--- src/rtl/pulse_train_gen.sv ---
// Programmable pulse / pulse-train generator (one-shot, N pulses or free-running).
// Define PULSE_TRAIN_CNT_EN to expose the pulse_cnt output.
module pulse_train_gen #(
   parameter int CNT_W = 8,
   parameter int NUM_W = 8
) (
   input  logic             clk,
   input  logic             rst_n,
   input  logic             start,
   input  logic             stop,
   input  logic [CNT_W-1:0] high_cycles,
   input  logic [CNT_W-1:0] low_cycles,
   input  logic [NUM_W-1:0] num_pulses,
   output logic             pulse,
   output logic             busy,
`ifdef PULSE_TRAIN_CNT_EN
   output logic [NUM_W-1:0] pulse_cnt,
`endif
   output logic             done
);

   typedef enum logic [1:0] {
      IDLE,
      HIGH,
      LOW
   } state_t;

   state_t           state_q;
   logic [CNT_W-1:0] high_q;
   logic [CNT_W-1:0] low_q;
   logic [CNT_W-1:0] phase_q;
   logic [CNT_W-1:0] high_d;
   logic [CNT_W-1:0] low_d;
   logic [NUM_W-1:0] num_q;
   logic [NUM_W-1:0] pnum_q;
   logic             pulse_q;
   logic             busy_q;
   logic             done_q;
   logic             pnum_max;
   logic             last_pulse;

   // A zero length is stretched to one cycle so every phase is visible.
   assign high_d     = (high_cycles == '0) ? CNT_W'(1) : high_cycles;
   assign low_d      = (low_cycles == '0) ? CNT_W'(1) : low_cycles;
   assign pnum_max   = &pnum_q;
   assign last_pulse = (num_q != '0) && (pnum_q == num_q);

   // Phase sequencer: phase_q counts cycles already spent in the current phase.
   always_ff @(posedge clk or negedge rst_n) begin
      if (!rst_n) begin
         state_q <= IDLE;
         high_q  <= '0;
         low_q   <= '0;
         num_q   <= '0;
         phase_q <= '0;
         pnum_q  <= '0;
         pulse_q <= 1'b0;
         busy_q  <= 1'b0;
         done_q  <= 1'b0;
      end else begin
         done_q <= 1'b0;
         unique case (state_q)
            IDLE: begin
               if (start && !stop) begin
                  high_q  <= high_d;
                  low_q   <= low_d;
                  num_q   <= num_pulses;
                  phase_q <= CNT_W'(1);
                  pnum_q  <= NUM_W'(1);
                  state_q <= HIGH;
                  pulse_q <= 1'b1;
                  busy_q  <= 1'b1;
               end
            end
            HIGH: begin
               if (stop) begin
                  state_q <= IDLE;
                  pulse_q <= 1'b0;
                  busy_q  <= 1'b0;
               end else if (phase_q == high_q) begin
                  phase_q <= CNT_W'(1);
                  pulse_q <= 1'b0;
                  if (last_pulse) begin
                     state_q <= IDLE;
                     busy_q  <= 1'b0;
                     done_q  <= 1'b1;
                  end else begin
                     state_q <= LOW;
                  end
               end else begin
                  phase_q <= phase_q + CNT_W'(1);
               end
            end
            LOW: begin
               if (stop) begin
                  state_q <= IDLE;
                  pulse_q <= 1'b0;
                  busy_q  <= 1'b0;
               end else if (phase_q == low_q) begin
                  phase_q <= CNT_W'(1);
                  state_q <= HIGH;
                  pulse_q <= 1'b1;
                  if (!pnum_max) begin
                     pnum_q <= pnum_q + NUM_W'(1);
                  end
               end else begin
                  phase_q <= phase_q + CNT_W'(1);
               end
            end
            default: begin
               state_q <= IDLE;
               pulse_q <= 1'b0;
               busy_q  <= 1'b0;
            end
         endcase
      end
   end

   assign pulse = pulse_q;
   assign busy  = busy_q;
   assign done  = done_q;

`ifdef PULSE_TRAIN_CNT_EN
   // Pulses started since the last accepted start; held after the train ends.
   assign pulse_cnt = pnum_q;
`endif

endmodule

--- config.mk ---
export PLATFORM = sky130hd
export DESIGN_NAME = pulse_train_gen
export DESIGN_NICKNAME = d
export VERILOG_FILES = /design/src/rtl/pulse_train_gen.sv
export SDC_FILE = /design/constraint.sdc
export NUM_CORES = 1
export LEC_CHECK = 0
export BUFFER_PORTS_ARGS = -buffer_cell sky130_fd_sc_hd__buf_2
export CAP_MARGIN = 20
export CORE_ASPECT_RATIO = 0.5
export CORE_MARGIN = 1
export CORE_UTILIZATION = 30
export CTS_CLUSTER_DIAMETER = 120
export DETAILED_ROUTE_END_ITERATION = 8
export PLACE_DENSITY = 0.44
export RECOVER_POWER = 100
export SETUP_SLACK_MARGIN = 0.3
export SKIP_LAST_GASP = 1
export SLEW_MARGIN = 25
export SYNTH_ARGS = -nofsm -noshare
export SYNTH_HDL_FRONTEND = slang
export SYNTH_SLANG_ARGS = --single-unit
--- constraint.sdc ---
create_clock -name clk -period 1.95 [get_ports clk]
set_input_delay 0 -clock clk [delete_from_list [all_inputs] [get_ports clk]]
set_output_delay 0 -clock clk [all_outputs]
set_load 0.1 [all_outputs]
==> results.md <==
* Antenna violations before repair at 0
* Clk_lat worst skew at 0.30 ns
* Number of failing hold endpoints at the final stage at 0
* Final count of pins violating max slew at 0
* Synthesized instance count at 247
* Max Clock Freq at 516 MHz
* Initial core utilization at 31.3%
* Area growth from synthesis to layout at 46.1%
* FFs w/ async S/R, synth at 100%
* Critical path cell sequence: xor2_1 -> nor4_2 -> nand2_2 -> a22o_1 -> a21oi_2 -> mux2_4
* Number of antenna-violating nets in the routed design at 0
* Min Hold Slack at 0.0471 ns
* Half-perimeter wire length after detailed placement at 4450 um
* Total Neg Setup Slack at 0 ns
* Tightest Pin Transition at 1.18 ns
* Hold Crit Start: stop
* Leading cell types in the layout, fill and taps excluded: 41 x dfrtp_1, 26 x buf_2, 25 x dlygate4sd3_1
* Critical path start-end classification: flip-flop to flip-flop
* Start of the worst register-to-register path: phase_q[7]$_DFFE_PN0P_
* Count of flip-flops with a built-in enable after synthesis at 0
* Rel. slew slack at 21.7%
* Fin crit share at 99.4%
* Per-cell via count in the routed design at 4.82
* Net count after synthesis at 281
* Number of nets at the end of the flow at 369
* Number of clock sinks at 45
* Reg clk slew, reported paths at 0.07 ns
* Total routed wirelength at 6740 um
* Post-layout power at 4.47 mW
* Pre-CTS WS at -0.0110 ns
* Startpoint type of the worst setup path: flip-flop
* MaxCap Viol Count at 0
* Worst setup path start: phase_q[7]$_DFFE_PN0P_
* Ys flop type: dfrtp_1
* First-pass GRT wire length at 11,500 um
* Ratio of cells with drive above 1 in the final layout at 41.7%
* Average cell area after synthesis at 10.2 um^2
* CTS Buffer Depth at 2
* Via count of the first global-routing pass at 2,277
* Vias at 2,160
* Longest individual stage delay on the worst path at 0.43 ns
* Final RePlAce weighted congestion at 0.807
* CTS tree: built
* Worst EP arrival at 2.12 ns
* Initial DRC count at 121
* Register area share after synthesis at 44.7%
* Post-synthesis instance area at 2520 um^2
* Area contributors post-synth: dfrtp_1 45%, mux2_2 9.8%, xor2_1 5.6%
* CP required at 2.13 ns
* Peak supply drop at 401 uV
* CP max FO at 3
* Core footprint at 8060 um^2
* CP max-delay cell: dfrtp_1
* Number of design rule violations left after detail routing at 0
* Biggest area consumer among synthesized cells: dfrtp_1
* H-tree Lvls at 2
* Total of buffers placed on input and output ports at 30
* Maximum number of pins on one net before global-route repair at 33
* Result of the run: completed
* Die width at 132 um
* Unrepaired setup endpoints after global routing: true
* Path class of the lowest-slack min-delay path: primary input to flip-flop
* Nature of the critical path endpoint: flip-flop
* Final setup margin at 0.0111 ns
* # IOs at 31
* Pwr per Cell Area at 1220 nW/um^2
* Area share of the leading cell type in the synthesized netlist at 44.7%
* Die outline area at 8790 um^2
* Number of placed cells counting well taps at 397
* Most common cell after layout, fill and taps aside: dfrtp_1
* Detailed-route wire length per cell at 15.1 um
* Cell at the root of the clock tree: clkbuf_16
* Total number of placement rows at 23
* Global-route usage over all layers at 17.2%
* Sum of overflow across all layers after global routing at 0
* Leakage power figure at 1.63 nW
* Antenna diode count at 0
* Min Tclk post-route at 1.94 ns
* Layout Cells excl Fill at 448
* Die height at 66.8 um
* Number of buffers created by CTS at 5
* Largest clock skew in the final design at 0.00646 ns
* Final count of negative-setup-slack endpoints at 0
* Count of different cell masters after synthesis at 47
* First-pass iteration count of the detailed router at 4
* Yosys Warn Count at 0
* Number of synthesized register bits at 45
## area by class of cell
type / count / area, um^2
clock buffers: 5 / 125
clock inverters: 3 / 46.3
fillers: 793 / 4380
inverters: 11 / 43.8
multi-input cells: 176 / 1450
flip-flops and latches: 45 / 1130
well taps: 112 / 140
repair buffers: 96 / 738
## worst max-delay path, delay by kind of cell (launching register included)
family | cells | cell delay [ns]
flip-flops | 1 | 0.43
XOR/XNOR | 1 | 0.19
AO/OA/AOI/OAI | 2 | 0.44
multiplexers | 1 | 0.31
AND/OR/NAND/NOR | 2 | 0.45
## final timing paths
| check | endpoint | slack [ns] | cells past startpoint |
|---|---|---|---|
| min | busy$_DFFE_PN0P_ | 0.05 | 2 |
| max in group asynchronous | pnum_q[7]$_DFFE_PN0P_ | 0.27 | 3 |
| max reg2reg | state_q[0]$_DFFE_PN0P_ | 0.01 | 6 |
| min in group asynchronous | phase_q[6]$_DFFE_PN0P_ | 0.32 | 2 |
| max | state_q[0]$_DFFE_PN0P_ | 0.01 | 6 |
| min reg2reg | pulse$_DFFE_PN0P_ | 0.50 | 1 |
## where the power goes
| part | switching (mW) | internal (mW) | total [mW] |
|---|---|---|---|
| clock | 0.386 | 0.607 | 0.993 |
| combinational | 0.982 | 0.947 | 1.93 |
| sequential | 0.292 | 1.26 | 1.55 |
| total | 1.66 | 2.81 | 4.47 |
## kinds of logic after synthesis
logic type	count (synthesis)	synth area share (%)
multiplexers	24	10.7
adder cells (fa/ha/maj)	6	2.98
flip-flops	45	44.7
XOR/XNOR	24	8.35
AND/OR/NAND/NOR	81	16.6
buffers and inverters	26	4.97
AO/OA/AOI/OAI	41	11.7
## registers in the layout, indices dropped and copies added (netlist names)
register / cells
num_q: 8
low_q: 8
state_q: 2
pnum_q: 8
busy: 1
pulse: 1
high_q: 8
done: 1
phase_q: 8
## per-layer routing
layer / track usage [%] / part of all wire [%] / vias to the layer above / wire [um]
met3: 3.42 / 2.0 / 8 / 138
met1: 22.2 / 50 / 1064 / 3340
met2: 28.9 / 47 / 25 / 3170
met5: 0 / 0 / - / 0
met4: 6.54 / 1.3 / 0 / 91
li1: - / - / 1063 / -
## cell usage after synthesis, types with 2 or more instances
master / number
a21o_1: 3
a21oi_1: 5
a22o_1: 4
buf_2: 4
buf_6: 3
clkbuf_1: 7
dfrtp_1: 45
ha_1: 6
inv_1: 10
mux2_2: 22
nand2_1: 22
nand3_1: 22
nand4_1: 3
nor2_1: 4
nor2b_1: 2
nor3_1: 9
nor4_1: 5
nor4_2: 2
o2111ai_1: 2
o211ai_1: 6
o21ai_0: 4
o21ai_1: 5
or2_2: 2
or3_1: 5
xnor2_1: 8
xor2_1: 16
## through the flow
stage / utilization [%] / cell area, um^2
3_5_place_dp: 36.4 / 2930
6_report: 45.7 / 3680
3_3_place_gp: 36.4 / 2930
2_1_floorplan: - / 2560
4_1_cts: 44.5 / 3590
5_1_grt: 45.7 / 3680
## timing repair
action / in CTS / in global routing
gates cloned: 2 / 1
setup buffers: 13 / 2
endpoints found under the hold margin: 37 / 0
hold buffers: 25 / 0
pin swaps: 18 / 19
resized for setup: 34 / 19
setup endpoints to repair: 19 / 43
No activity file was read; power rests on OpenSTA's default activity.
